<file path="src/rtl/boom_trace_trig_ctrl.sv">
// Trigger/sequencing controller that gates the BOOM trace unit around an instruction-address trigger.
// Optional: define BOOM_TRACE_EXC_TRIG_EN to also trigger on any valid trace entry flagged as an exception.
module boom_trace_trig_ctrl #(
  parameter int ADDR_SIZE = 32,
  parameter int CNT_SIZE  = 16
) (
  input  logic                 clk_i,
  input  logic                 reset_n_i,
  input  logic                 ctrl_start_i,
  input  logic                 ctrl_stop_i,
  input  logic                 ctrl_mode_i,
  input  logic [ADDR_SIZE-1:0] trig_addr_i,
  input  logic [ADDR_SIZE-1:0] trig_mask_i,
  input  logic [CNT_SIZE-1:0]  post_count_i,
  input  logic                 trace_valid,
  input  logic [39:0]          trace_iaddr,
  input  logic                 trace_exception,
  input  logic [ADDR_SIZE-1:0] trace_ptr_i,
  output logic                 trace_enabled_o,
  output logic [1:0]           state_o,
  output logic                 trig_hit_o,
  output logic [ADDR_SIZE-1:0] trig_ptr_o,
  output logic                 done_irq_o
);

  localparam int CMP_W = (ADDR_SIZE < 32) ? ADDR_SIZE : 32;

  typedef enum logic [1:0] {
    IDLE    = 2'd0,
    ARMED   = 2'd1,
    CAPTURE = 2'd2,
    DONE    = 2'd3
  } state_e;

  state_e              state;
  logic                en_q;
  logic                ptr_pend;
  logic [CNT_SIZE-1:0] cnt;
  logic [CNT_SIZE-1:0] cnt_inc;
  logic                addr_hit;
  logic                hit;
  logic                last;
  logic                unused_bits;

  assign addr_hit = trace_valid &&
    (((trace_iaddr[CMP_W-1:0] ^ trig_addr_i[CMP_W-1:0]) & trig_mask_i[CMP_W-1:0]) == '0);

`ifdef BOOM_TRACE_EXC_TRIG_EN
  assign hit         = addr_hit || (trace_valid && trace_exception);
  assign unused_bits = ^trace_iaddr[39:CMP_W];
`else
  assign hit         = addr_hit;
  assign unused_bits = ^{trace_iaddr[39:CMP_W], trace_exception};
`endif

  // Saturating count; post_count_i of zero means capture never self-terminates.
  assign cnt_inc = (&cnt) ? cnt : cnt + CNT_SIZE'(1);
  assign last    = (post_count_i != '0) && (cnt_inc == post_count_i);

  // Start-on-trigger must capture the trigger entry itself, so the enable is combinational there.
  assign trace_enabled_o = (state == ARMED && !ctrl_mode_i) ? hit : en_q;
  assign state_o         = state;

  always_ff @(posedge clk_i or negedge reset_n_i) begin
    if (!reset_n_i) begin
      state      <= IDLE;
      en_q       <= 1'b0;
      ptr_pend   <= 1'b0;
      cnt        <= '0;
      trig_hit_o <= 1'b0;
      trig_ptr_o <= '0;
      done_irq_o <= 1'b0;
    end else begin
      done_irq_o <= 1'b0;
      // The trace unit exposes the trigger entry's write address one cycle after the hit.
      if (ptr_pend) begin
        trig_ptr_o <= trace_ptr_i;
        ptr_pend   <= 1'b0;
      end
      case (state)
        IDLE, DONE: begin
          if (ctrl_start_i && !ctrl_stop_i) begin
            state      <= ARMED;
            en_q       <= ctrl_mode_i;
            trig_hit_o <= 1'b0;
            trig_ptr_o <= '0;
            ptr_pend   <= 1'b0;
            cnt        <= '0;
          end
        end
        ARMED: begin
          if (ctrl_stop_i) begin
            state <= IDLE;
            en_q  <= 1'b0;
          end else if (hit) begin
            trig_hit_o <= 1'b1;
            ptr_pend   <= 1'b1;
            cnt        <= CNT_SIZE'(1);
            if (post_count_i == CNT_SIZE'(1)) begin
              state      <= DONE;
              en_q       <= 1'b0;
              done_irq_o <= 1'b1;
            end else begin
              state <= CAPTURE;
              en_q  <= 1'b1;
            end
          end else begin
            en_q <= ctrl_mode_i;
          end
        end
        CAPTURE: begin
          if (ctrl_stop_i) begin
            state      <= DONE;
            en_q       <= 1'b0;
            done_irq_o <= 1'b1;
          end else if (trace_valid) begin
            cnt <= cnt_inc;
            if (last) begin
              state      <= DONE;
              en_q       <= 1'b0;
              done_irq_o <= 1'b1;
            end
          end
        end
      endcase
    end
  end

endmodule

</file>
<file path="config.mk">
export PLATFORM = sky130hd
export DESIGN_NAME = boom_trace_trig_ctrl
export DESIGN_NICKNAME = d
export VERILOG_FILES = /design/src/rtl/boom_trace_trig_ctrl.sv
export SDC_FILE = /design/constraint.sdc
export NUM_CORES = 1
export LEC_CHECK = 0
export CAP_MARGIN = 20
export CORE_UTILIZATION = 40
export CTS_BUF_LIST = sky130_fd_sc_hd__clkbuf_8 sky130_fd_sc_hd__clkbuf_16
export CTS_CLUSTER_DIAMETER = 40
export DETAILED_ROUTE_END_ITERATION = 8
export PLACE_DENSITY_LB_ADDON = 0.1
export SLEW_MARGIN = 5
export SYNTH_ARGS = -nofsm -noshare
export SYNTH_HDL_FRONTEND = slang
export SYNTH_SLANG_ARGS = --single-unit
</file>
<file path="constraint.sdc">
create_clock -name clk_i -period 3.69 [get_ports clk_i]
set_clock_uncertainty 0.1 [all_clocks]
set_input_delay 0.738 -clock clk_i [delete_from_list [all_inputs] [get_ports clk_i]]
set_output_delay 0.738 -clock clk_i [all_outputs]
set_load 0.01 [all_outputs]
</file>
==> metrics.md <==
| Metric | Value |
|---|---|
| Hold Buf Count CTS | 0 |
| # fillers | 768 |
| WP data arrival | roughly 3.6 ns |
| Share of synthesized cell area in and, or, nand and nor gates | roughly 20% |
| Worst path buffer plus inverter count | 1 |
| Overall Global Routing Usage | approximately a quarter |
| Status | finished, violations left |
| Max Fclk | just under 300 MHz |
| Reg clk slew, reported paths | 0.10 ns |
| Cts repair resizes | 1 |
| Total grt overflow | 0 |
| Diode count | 0 |
| Cts bufs inserted | 5 |
| Pint | ~1 mW |
| CP Max Fanout | 8 |
| Fin. max-slew vios | 0 |
| Final period util | a little over nine tenths |
| Synth top area share | 36.4% |
| RSZ-0062 raised after global routing | no |
| Synth area leaders | dfrtp_1 (36%), mux2i_1 (9.4%), xor2_1 (8.5%), nor2_1 (4.7%), xnor2_1 (3.5%) |
| Syn_area_per_cell | between 8 and 9 sq um |
| Multiplexer area fraction after synthesis | roughly 9.8% |
| Failing checks | design-rule violations |
| Power Density | 250 nW/um^2 |
| Chip width | 98.3 microns |
| Core box area | roughly 9000 sq um |
| Largest area contributor in the netlist | dfrtp_1 |
| H-tree depth | 2 |
| Post-Syn Instances | 413 |
| Seq cells post-synth | 54 |
| Syn nets | ~580 |
| Post-CTS Setup Bufs | 0 |
| Final hold vios | 0 |
| I/O pin total | between 150 and 200 |
| First-pass GRT wire length | between 15 and 20 mm |
| Site Rows | 34 |
| Fin nets | 776 |
| Via count | roughly 4k |
| XOR/XNOR share of the synthesized area | 12.0% |
| Combinational family with the most area after synthesis | simple AND/OR/NAND/NOR gates |
| Combinational share of power | 35.7% |
| Synth cell types | 53 |
| Max-cap violations | 0 |
| Drt drc | 10 |
| Initial core utilization | a little over two fifths |
| Critical path's top delay family | simple AND/OR/NAND/NOR gates |
| DR iter-0 viols | 257 |
| Avg WL per Cell | between 15 and 20 microns |
| Final Power | about 1.5 mW |
| Buffers added on ports | roughly 190 |
| Largest net degree at the start of global routing | 38 |
| Worst hold path type | in2async |
| CP endpoint kind | flip-flop |
| Critical Path Max Stage Delay | approximately 0.56 ns |
| Critical path, cell by cell | ha_1, and3_1, o221ai_1, a2111oi_0, nand4_1, or4_1, nor4_2, buf_4, o21ai_2, mux2_4 |
| Final GP Congestion | around 0.94 |
| Post-synth ARST share | 100% |
| Top-count cell post-synth | dfrtp_1 |
| DR vias/cell | between 5 and 6 |
| Post-synth EDFFs | 0 |
| Final setup violation count | 0 |
| First-pass DRT Iterations | 9 |
| Synth Warn # | 0 |
| Die area | ~9700 sq um |
| R2R Setup Slk | 0.22 ns |
| Slew @ Worst Pin | about 0.91 ns |
| Psw | about 0.46 mW |
| Compound-cell area share of the yosys netlist | 16.5% |
| Register area share after synthesis | a little over a third |
| Part of the power in registers | between 40% and 50% |
| Clock power share | roughly 23% |
| Synth Area in Adders | 1.01% |
| Crit Path Category | reg2reg |
| Layout area overhead | 60.0% |
| Post-DP HPWL | ~9.3 mm |
| Initial antenna violation count | 0 |
| Max VDD drop | around 170 uV |
| CTS tree | built |
| Clk buf depth | 2 |
| CTS root buf | clkbuf_8 |
| Most frequent cells after synthesis | dfrtp_1 (54), nor2_1 (46), xor2_1 (36), mux2i_1 (35), nand2_1 (24) |
| Sink Count | 54 |
| Max transition margin | ~39% |
| CP max stage cell | or4_1 |
| Height of the die | between 90 and 100 microns |
| Setup TNS | 0 ns |
| Mapped Area | approximately 3700 sq um |
| Final ANT Viol Nets | 0 |
| Worst Path Required | 3.79 ns |
| Startpoint types | flip-flop |
| Worst skew pair latency | 0.30 ns |
| Most common flop cell mapped by yosys | dfrtp_1 |
| Vias in the first global route | 4036 |
| Switching share of power | 31.0% |
| Leak | around 2.4 nW |
| Post-route minimum period | 3.47 ns |
| Final wirelength | roughly 11 mm |
| Share of post-route cells with drive strength above 1 | roughly 8.1% |
[power groups by stage]
| stage | sequential (mW) | combinational (mW) | clock (mW) |
|---|---|---|---|
| floorplan | 0.632 | 0.239 | 0 |
| global placement | 0.627 | 0.525 | 0 |
| detailed placement | 0.629 | 0.532 | 0 |
| CTS | 0.616 | 0.532 | 0.348 |
| global route | 0.618 | 0.581 | 0.372 |
| finish | 0.616 | 0.530 | 0.337 |
[layout by cell type (no fill, tap or decap), types with 6 or more instances in the layout]
cell / Yosys / routed
clkdlybuf4s50_1: 0 / 184
dfrtp_1: 54 / 53
nor2_1: 46 / 45
xor2_1: 36 / 36
mux2i_1: 35 / 35
buf_4: 0 / 32
nand2_1: 24 / 24
a21oi_1: 19 / 19
nand4_1: 17 / 17
nand3_1: 15 / 15
xnor2_1: 15 / 15
o21ai_0: 12 / 12
inv_1: 11 / 11
a22oi_1: 10 / 10
and2_1: 8 / 8
nor3_1: 8 / 8
o31ai_1: 8 / 8
nor4_1: 6 / 6
and3_1: 6 / 6
[kinds of logic after synthesis]
group           Yosys count
xor+xnor                 51
buf+inv                  35
flops                    54
fa+ha+maj                 3
simple gates            147
compound gates           87
mux                      36
[state kept, by name (all words and copies together) (netlist names)]
register / flops
trig_ptr_o: 32
cnt: 16
state_o: 2
done_irq_o: 1
en_q: 1
ptr_pend: 1
trig_hit_o: 1
[final timing paths]
| kind | startpoint | end | cells past startpoint |
|---|---|---|---|
| worst max register to register | cnt[1] | en_q | 10 |
| worst min register to register | trig_ptr_o[13] | trig_ptr_o[13] | 2 |
| worst max-delay path | cnt[1] | en_q | 10 |
| min in group clk_i | trig_ptr_o[13] | trig_ptr_o[13] | 2 |
| max in group asynchronous | reset_n_i | trig_ptr_o[10] | 2 |
| worst min-delay path | reset_n_i | trig_ptr_o[25] | 1 |
[layout make-up]
type	instances	area, sq um	share of cell area (%)
multi-input combinational	324	2220	37.4
timing repair buffer	218	2100	35.3
sequential	54	1350	22.8
tap	108	135	2.28
clock buffer	5	68.8	1.16
inverter	11	41.3	0.695
clock inverter	3	23.8	0.400
[metal layers]
metal | part of all wire (%) | vias to the layer above | global-route usage (%) | routed length (microns)
met4 | 2.7 | 0 | 9.87 | 308
li1 | - | 1917 | - | -
met5 | 0 | - | 0 | 0
met3 | 7.9 | 24 | 3.94 | 905
met1 | 40 | 1839 | 30.0 | 4640
met2 | 49 | 206 | 43.2 | 5640
[metrics by stage]
step,hold WS (ns),cells,util (%),instance area [sq um],setup slack [ns]
floorplan,0.342,413,-,3710,0.516
global placement,0.390,715,66.1,5850,-0.0856
detailed placement,0.410,715,66.1,5850,-0.0731
CTS,0.428,723,67.1,5940,0.221
global route,0.446,723,67.1,5940,0.0654
finish,0.410,723,67.1,5940,0.225
Note: power is estimated with default switching activity, not from simulation.
